==> src/rtl/proc_scheduler.sv <==
// Round-robin process scheduler: per-slot saved PC / active table, instruction
// quantum counter, and the save/select/restore/load context-switch handshake.
module proc_scheduler #(
  parameter int              NPROC   = 4,
  parameter int              PID_W   = 2,
  parameter int              AW      = 12,
  parameter int              QUANTUM = 50,
  parameter logic [AW-1:0]   IDLE_PC = AW'(34)
) (
  input  logic             clk,
  input  logic             reset,
  input  logic             instr_retire,
  input  logic [AW-1:0]    cur_pc,
  input  logic             yield,
  input  logic             proc_create,
  input  logic [PID_W-1:0] create_id,
  input  logic [AW-1:0]    create_pc,
  input  logic             proc_kill,
  input  logic [PID_W-1:0] kill_id,
  input  logic             save_ack,
  input  logic             restore_ack,
  output logic             save_req,
  output logic [PID_W-1:0] save_id,
  output logic             restore_req,
  output logic [PID_W-1:0] restore_id,
  output logic             pc_load,
  output logic [AW-1:0]    pc_value,
  output logic [PID_W-1:0] cur_id,
  output logic             running,
  output logic             create_err
);

  localparam int CW = (QUANTUM > 1) ? $clog2(QUANTUM) : 1;
  localparam logic [CW-1:0] LAST = CW'(QUANTUM - 1);

  typedef enum logic [2:0] {S_IDLE, S_RUN, S_SAVE, S_SELECT, S_RESTORE, S_LOAD} state_t;

  state_t           state_reg, state_next;
  logic [CW-1:0]    count_reg, count_next;
  logic [PID_W-1:0] cur_id_reg, cur_id_next, next_id_reg, next_id_next;
  logic [NPROC-1:0] active_vec;
  logic [AW-1:0]    saved_pc_vec [NPROC];
  logic             save_pc_en, idle_load, found;
  logic [PID_W-1:0] pick, probe;

  logic             save_req_reg, restore_req_reg, pc_load_reg, running_reg, create_err_reg;
  logic [PID_W-1:0] save_id_reg, restore_id_reg;
  logic [AW-1:0]    pc_value_reg;
  logic             save_req_next, restore_req_next, pc_load_next, running_next, create_err_next;
  logic [PID_W-1:0] save_id_next, restore_id_next;
  logic [AW-1:0]    pc_value_next;

  // Process table: kill beats create; a save latch only touches the running slot.
  genvar gi;
  generate
    for (gi = 0; gi < NPROC; gi++) begin : g_slot
      logic          active_reg;
      logic [AW-1:0] saved_pc_reg;
      always_ff @(posedge clk) begin
        if (reset) begin
          active_reg   <= 1'b0;
          saved_pc_reg <= '0;
        end else if (proc_kill && kill_id == PID_W'(gi)) begin
          active_reg <= 1'b0;
        end else if (proc_create && create_id == PID_W'(gi) && !active_reg) begin
          active_reg   <= 1'b1;
          saved_pc_reg <= create_pc;
        end else if (save_pc_en && cur_id_reg == PID_W'(gi)) begin
          saved_pc_reg <= cur_pc;
        end
      end
      assign active_vec[gi]   = active_reg;
      assign saved_pc_vec[gi] = saved_pc_reg;
    end
  endgenerate

  // Rotating search starting after cur_id; cur_id itself is the last candidate.
  always_comb begin
    found = 1'b0;
    pick  = cur_id_reg;
    probe = cur_id_reg;
    for (int i = 1; i <= NPROC; i++) begin
      probe = cur_id_reg + PID_W'(i);
      if (!found && active_vec[probe]) begin
        found = 1'b1;
        pick  = probe;
      end
    end
  end

  always_comb begin
    state_next   = state_reg;
    count_next   = count_reg;
    cur_id_next  = cur_id_reg;
    next_id_next = next_id_reg;
    save_pc_en   = 1'b0;
    idle_load    = 1'b0;
    case (state_reg)
      S_IDLE: if (|active_vec) state_next = S_SELECT;
      S_RUN: begin
        if (proc_kill && kill_id == cur_id_reg) begin
          state_next = S_SELECT;
          count_next = '0;
        end else if (yield || (instr_retire && count_reg == LAST)) begin
          state_next = S_SAVE;
          count_next = '0;
          save_pc_en = 1'b1;
        end else if (instr_retire) begin
          count_next = count_reg + 1'b1;
        end
      end
      S_SAVE: if (save_ack) state_next = S_SELECT;
      S_SELECT: begin
        if (found) begin
          next_id_next = pick;
          state_next   = S_RESTORE;
        end else begin
          idle_load  = 1'b1;
          state_next = S_IDLE;
        end
      end
      S_RESTORE: begin
        if (restore_ack) begin
          // A slot killed during (or on the last cycle of) the restore is re-selected away.
          if (active_vec[next_id_reg] && !(proc_kill && kill_id == next_id_reg)) begin
            state_next  = S_LOAD;
            cur_id_next = next_id_reg;
          end else begin
            state_next = S_SELECT;
          end
        end
      end
      S_LOAD: begin
        state_next = S_RUN;
        count_next = '0;
      end
      default: state_next = S_IDLE;
    endcase

    save_req_next    = (state_next == S_SAVE);
    save_id_next     = save_req_next ? cur_id_reg : '0;
    restore_req_next = (state_next == S_RESTORE);
    restore_id_next  = restore_req_next ? next_id_next : '0;
    pc_load_next     = (state_next == S_LOAD) || idle_load;
    pc_value_next    = (state_next == S_LOAD) ? saved_pc_vec[next_id_reg] :
                       idle_load ? IDLE_PC : '0;
    running_next     = (state_next == S_RUN);
    create_err_next  = proc_create && active_vec[create_id] &&
                       !(proc_kill && kill_id == create_id);
  end

  always_ff @(posedge clk) begin
    if (reset) begin
      state_reg       <= S_IDLE;
      count_reg       <= '0;
      cur_id_reg      <= '0;
      next_id_reg     <= '0;
      save_req_reg    <= 1'b0;
      save_id_reg     <= '0;
      restore_req_reg <= 1'b0;
      restore_id_reg  <= '0;
      pc_load_reg     <= 1'b0;
      pc_value_reg    <= '0;
      running_reg     <= 1'b0;
      create_err_reg  <= 1'b0;
    end else begin
      state_reg       <= state_next;
      count_reg       <= count_next;
      cur_id_reg      <= cur_id_next;
      next_id_reg     <= next_id_next;
      save_req_reg    <= save_req_next;
      save_id_reg     <= save_id_next;
      restore_req_reg <= restore_req_next;
      restore_id_reg  <= restore_id_next;
      pc_load_reg     <= pc_load_next;
      pc_value_reg    <= pc_value_next;
      running_reg     <= running_next;
      create_err_reg  <= create_err_next;
    end
  end

  assign save_req    = save_req_reg;
  assign save_id     = save_id_reg;
  assign restore_req = restore_req_reg;
  assign restore_id  = restore_id_reg;
  assign pc_load     = pc_load_reg;
  assign pc_value    = pc_value_reg;
  assign cur_id      = cur_id_reg;
  assign running     = running_reg;
  assign create_err  = create_err_reg;

endmodule

==> config.mk <==
export PLATFORM = sky130hd
export DESIGN_NAME = proc_scheduler
export DESIGN_NICKNAME = d
export VERILOG_FILES = /design/src/rtl/proc_scheduler.sv
export SDC_FILE = /design/constraint.sdc
export NUM_CORES = 1
export LEC_CHECK = 0
export CORE_ASPECT_RATIO = 1.5
export CORE_MARGIN = 2
export CORE_UTILIZATION = 45
export CTS_BUF_LIST = sky130_fd_sc_hd__clkbuf_4 sky130_fd_sc_hd__clkbuf_8 sky130_fd_sc_hd__clkbuf_16
export DETAILED_ROUTE_END_ITERATION = 8
export PLACE_DENSITY = 0.67
export SLEW_MARGIN = 20
export SYNTH_ARGS = -nofsm -noshare
export SYNTH_HDL_FRONTEND = slang
export SYNTH_SLANG_ARGS = --single-unit
==> constraint.sdc <==
create_clock -name clk -period 3.83 [get_ports clk]
set_clock_uncertainty 0.2 [all_clocks]
set_input_delay 0.766 -clock clk [delete_from_list [all_inputs] [get_ports clk]]
set_output_delay 0.766 -clock clk [all_outputs]
set_load 0.01 [all_outputs]
==> implementation parameters <==
Parameter                              Value

Outcome
  Outcome    complete, no violations

STA
  Final worst path period share    78.0%
  Hold Violations, Final    0
  Hold WS    0.244 ns
  Transition time of the tightest slew-check pin    0.671 ns
  Sum of negative setup slack    0 ns
  Tmin final    2.99 ns
  Highest achievable clock rate    335 MHz
  Slew Limit Headroom    55.0%
  Final setup violation count    0
  Pins Over Slew Limit    0
  RSZ-0062 raised after global routing    false

Clock tree
  Skew-Pair Late Insertion Delay    0.35 ns
  Inserted Clock Buffers    9
  Quantity of gates resized following cts    0
  Clock sink total    86
  TritonCTS clock tree    yes
  Total setup buffers inserted after CTS    0
  Master cell of the clock root buffer    sky130_fd_sc_hd__clkbuf_16
  Maximum number of buffers from clock root to sink    2
  Clock-pin slew on the worst setup and hold paths    0.06 ns
  Number of buffers inserted by hold repair at cts    0
  H-tree depth    3

Power and ir drop
  Relative contribution of the clock network to total power    39.6%
  Switching fraction of total power    26.9%
  IR Drop Worst-Case VDD    0.000254 V
  Leakage component of the power    1.98 nW
  Areal power density over the cells    397 nW/um^2
  Logic gate share of total power    16.1%
  Switching Power    0.602 mW
  Reg power frac    44.3%
  Internal Power    1.64 mW

Hold path
  Hold path startpoint    g_slot[0].saved_pc_reg[3]
  Class of the most critical hold timing path    reg -> reg
  Worst Hold Path EP    g_slot[0].saved_pc_reg[3]
  Cell depth of the worst hold path    2

Global routing
  M3 GR Usage    4.39%
  Total global routing overflow    0
  Global-route wire length before repair    18.7 mm
  Most Used Layer, Global Route    met2
  Number of antenna violations at the first check in global routing    0
  Met2 routing resource usage after global routing    36.5%
  Pin count of the biggest net entering global routing    52
  Vias in the first global route    3776
  GRT met1 Usage    25.8%
  Overall fraction of global-route tracks in use    21.6%

Synthesis
  Ys Warns    0
  Synthesized netlist net count    561
  Yosys reg bits    86
  Synth Area per Inst    9.04 um^2
  Most frequently used flop master after synthesis    sky130_fd_sc_hd__dfxtp_1
  EDFF count, synth    0
  Top-count cell post-synth    sky130_fd_sc_hd__dfxtp_1
  Cell area after synthesis    4690 um^2
  Post-synth top cells    sky130_fd_sc_hd__dfxtp_1 (86), sky130_fd_sc_hd__inv_1 (59), sky130_fd_sc_hd__a21oi_1 (54), sky130_fd_sc_hd__mux2_2 (50), sky130_fd_sc_hd__o21ai_0 (49)
  Share of flip-flops with an asynchronous set or reset    0%
  Instance count of the mapped netlist    519
  Cell types occupying the most area after synthesis    sky130_fd_sc_hd__dfxtp_1 (37%), sky130_fd_sc_hd__mux2_2 (12%), sky130_fd_sc_hd__mux4_2 (7.7%)
  Synth cell types    54
  Largest area contributor in the netlist    sky130_fd_sc_hd__dfxtp_1
  Part of the Yosys area used for sequential elements    36.7%
  Synth top area share    36.7%

Floorplan
  Die width    87.4 um
  Area of the die    11300 um^2
  Initial Utilization    46.3%
  Height of the chip    129 um
  I/O pin total    59
  Placeable core region    10100 um^2
  Placement row count    45

Cells and area
  Fraction of final layout cells sized beyond drive strength 1    19.0%
  Nets@finish    601
  Register area    1720 um^2
  Syn-to-layout area delta    20.2%
  Total of fill cells in the finished design    955
  Final core utilization    55.7%
  Max FFs per register    48
  Multi-input gate area in the final layout    2570 um^2
  Antenna diode instance count    0

Job
  Max-capacitance violation count    0

Detailed routing
  Final routed wirelength across all metal layers    11.5 mm
  Detail-routed net length per standard cell    16.9 um
  Number of vias per cell after detailed routing    5.68
  Number of DRC violations after detailed-routing iteration 0    237
  Number of remaining DRC errors    0
  Via count of the routed design    3859
  Number of detailed-route iterations in the first pass    4
  Final antenna-violating net count    0

Worst setup path
  WP data arrival    2.99 ns
  Cells along the critical path    inv_1, ha_1, mux4_2, or2_4, a2111o_1, a31oi_1, nor4_1
  Crit path required time    3.83 ns
  Standard cell with the maximum stage delay on the critical path    sky130_fd_sc_hd__mux4_2
  Worst R2R End    pc_value[1]
  Setup crit start kind    flip-flop
  Reg-to-Reg Start    cur_id[1]
  Type of destination of the critical path    flip-flop
  Worst reg-to-reg setup slack    0.84 ns
  Highest fanout seen on the critical path    10
  Depth of the most critical reg-to-reg path    7
  Category of the most critical setup path    reg -> reg
  Max incr delay on CP    0.59 ns

Placement
  Post-DP HPWL    7.73 mm
  Gpl congestion    0.792
  Input/output buffers    58
-- layout make-up --
cell class | count | area share (%)
multi-input cells | 331 | 45.6
flip-flops and latches | 86 | 30.5
repair buffers | 72 | 12.2
clock buffers | 9 | 3.99
inverters | 59 | 3.93
well taps | 117 | 2.59
clock inverters | 6 | 1.26
-- layout by cell type, fill, tap and decap left out, types with 9 or more instances in the layout --
master and n:
sky130_fd_sc_hd__a21oi_1 54, sky130_fd_sc_hd__inv_1 59, sky130_fd_sc_hd__nor2_1 19, sky130_fd_sc_hd__buf_4 14, sky130_fd_sc_hd__nor2b_1 11, sky130_fd_sc_hd__nor3b_1 10, sky130_fd_sc_hd__xnor2_1 9, sky130_fd_sc_hd__dfxtp_1 86
sky130_fd_sc_hd__a31oi_1 14, sky130_fd_sc_hd__clkbuf_16 9, sky130_fd_sc_hd__mux4_2 16, sky130_fd_sc_hd__clkdlybuf4s50_1 58, sky130_fd_sc_hd__nand2_1 13, sky130_fd_sc_hd__o21ai_0 49, sky130_fd_sc_hd__nor3_1 9, sky130_fd_sc_hd__mux2_2 50
-- per-layer routing --
layer  wire (um)  vias up
met4         364        0
li1            -     1901
met2        5750       91
met5           0        -
met1        4960     1841
met3         404       26
-- through the flow --
step	area, um^2	setup WS [ns]	power (mW)	instances
after global placement	5350	0.802	1.36	665
after CTS	5640	0.857	2.25	680
final	5640	0.843	2.24	680
after floorplan	4690	0.767	1.25	519
after global routing	5640	0.707	2.34	680
after detailed placement	5350	0.785	1.37	665
-- kinds of logic after synthesis --
family,count (synthesis),synth area share [%]
AO/OA/AOI/OAI,138,17.2
AND/OR/NAND/NOR,106,13.3
buffers and inverters,102,8.64
flip-flops,86,36.7
multiplexers,70,20.5
XOR/XNOR,11,2.05
adder cells (fa/ha/maj),6,1.60
-- power by group through the flow --
stage          logic, mW  registers (mW)  clock network, mW
5_1_grt            0.398            1.00              0.938
2_1_floorplan      0.263           0.988                  0
6_report           0.361           0.992              0.885
4_1_cts            0.361           0.992              0.900
3_5_place_dp       0.358            1.01                  0
3_3_place_gp       0.353            1.01                  0
-- worst max path at each step --
stage | from | end | cells past startpoint
6_report | cur_id[1] | pc_value[1] | 7
3_5_place_dp | create_id[1] | g_slot[2].saved_pc_reg[2] | 8
3_3_place_gp | create_id[1] | g_slot[2].saved_pc_reg[7] | 8
4_1_cts | cur_id[1] | pc_value[1] | 7
5_1_grt | cur_id[1] | pc_value[1] | 7
2_1_floorplan | cur_id[0] | running | 10
-- critical path: cells and delay by family (launching register included) --
kind | cells | cell delay, ns
compound gates | 2 | 0.71
fa+ha+maj | 1 | 0.48
buf+inv | 1 | 0.12
flops | 1 | 0.33
mux | 1 | 0.59
simple gates | 2 | 0.40
(Power assumes the default switching activity.)
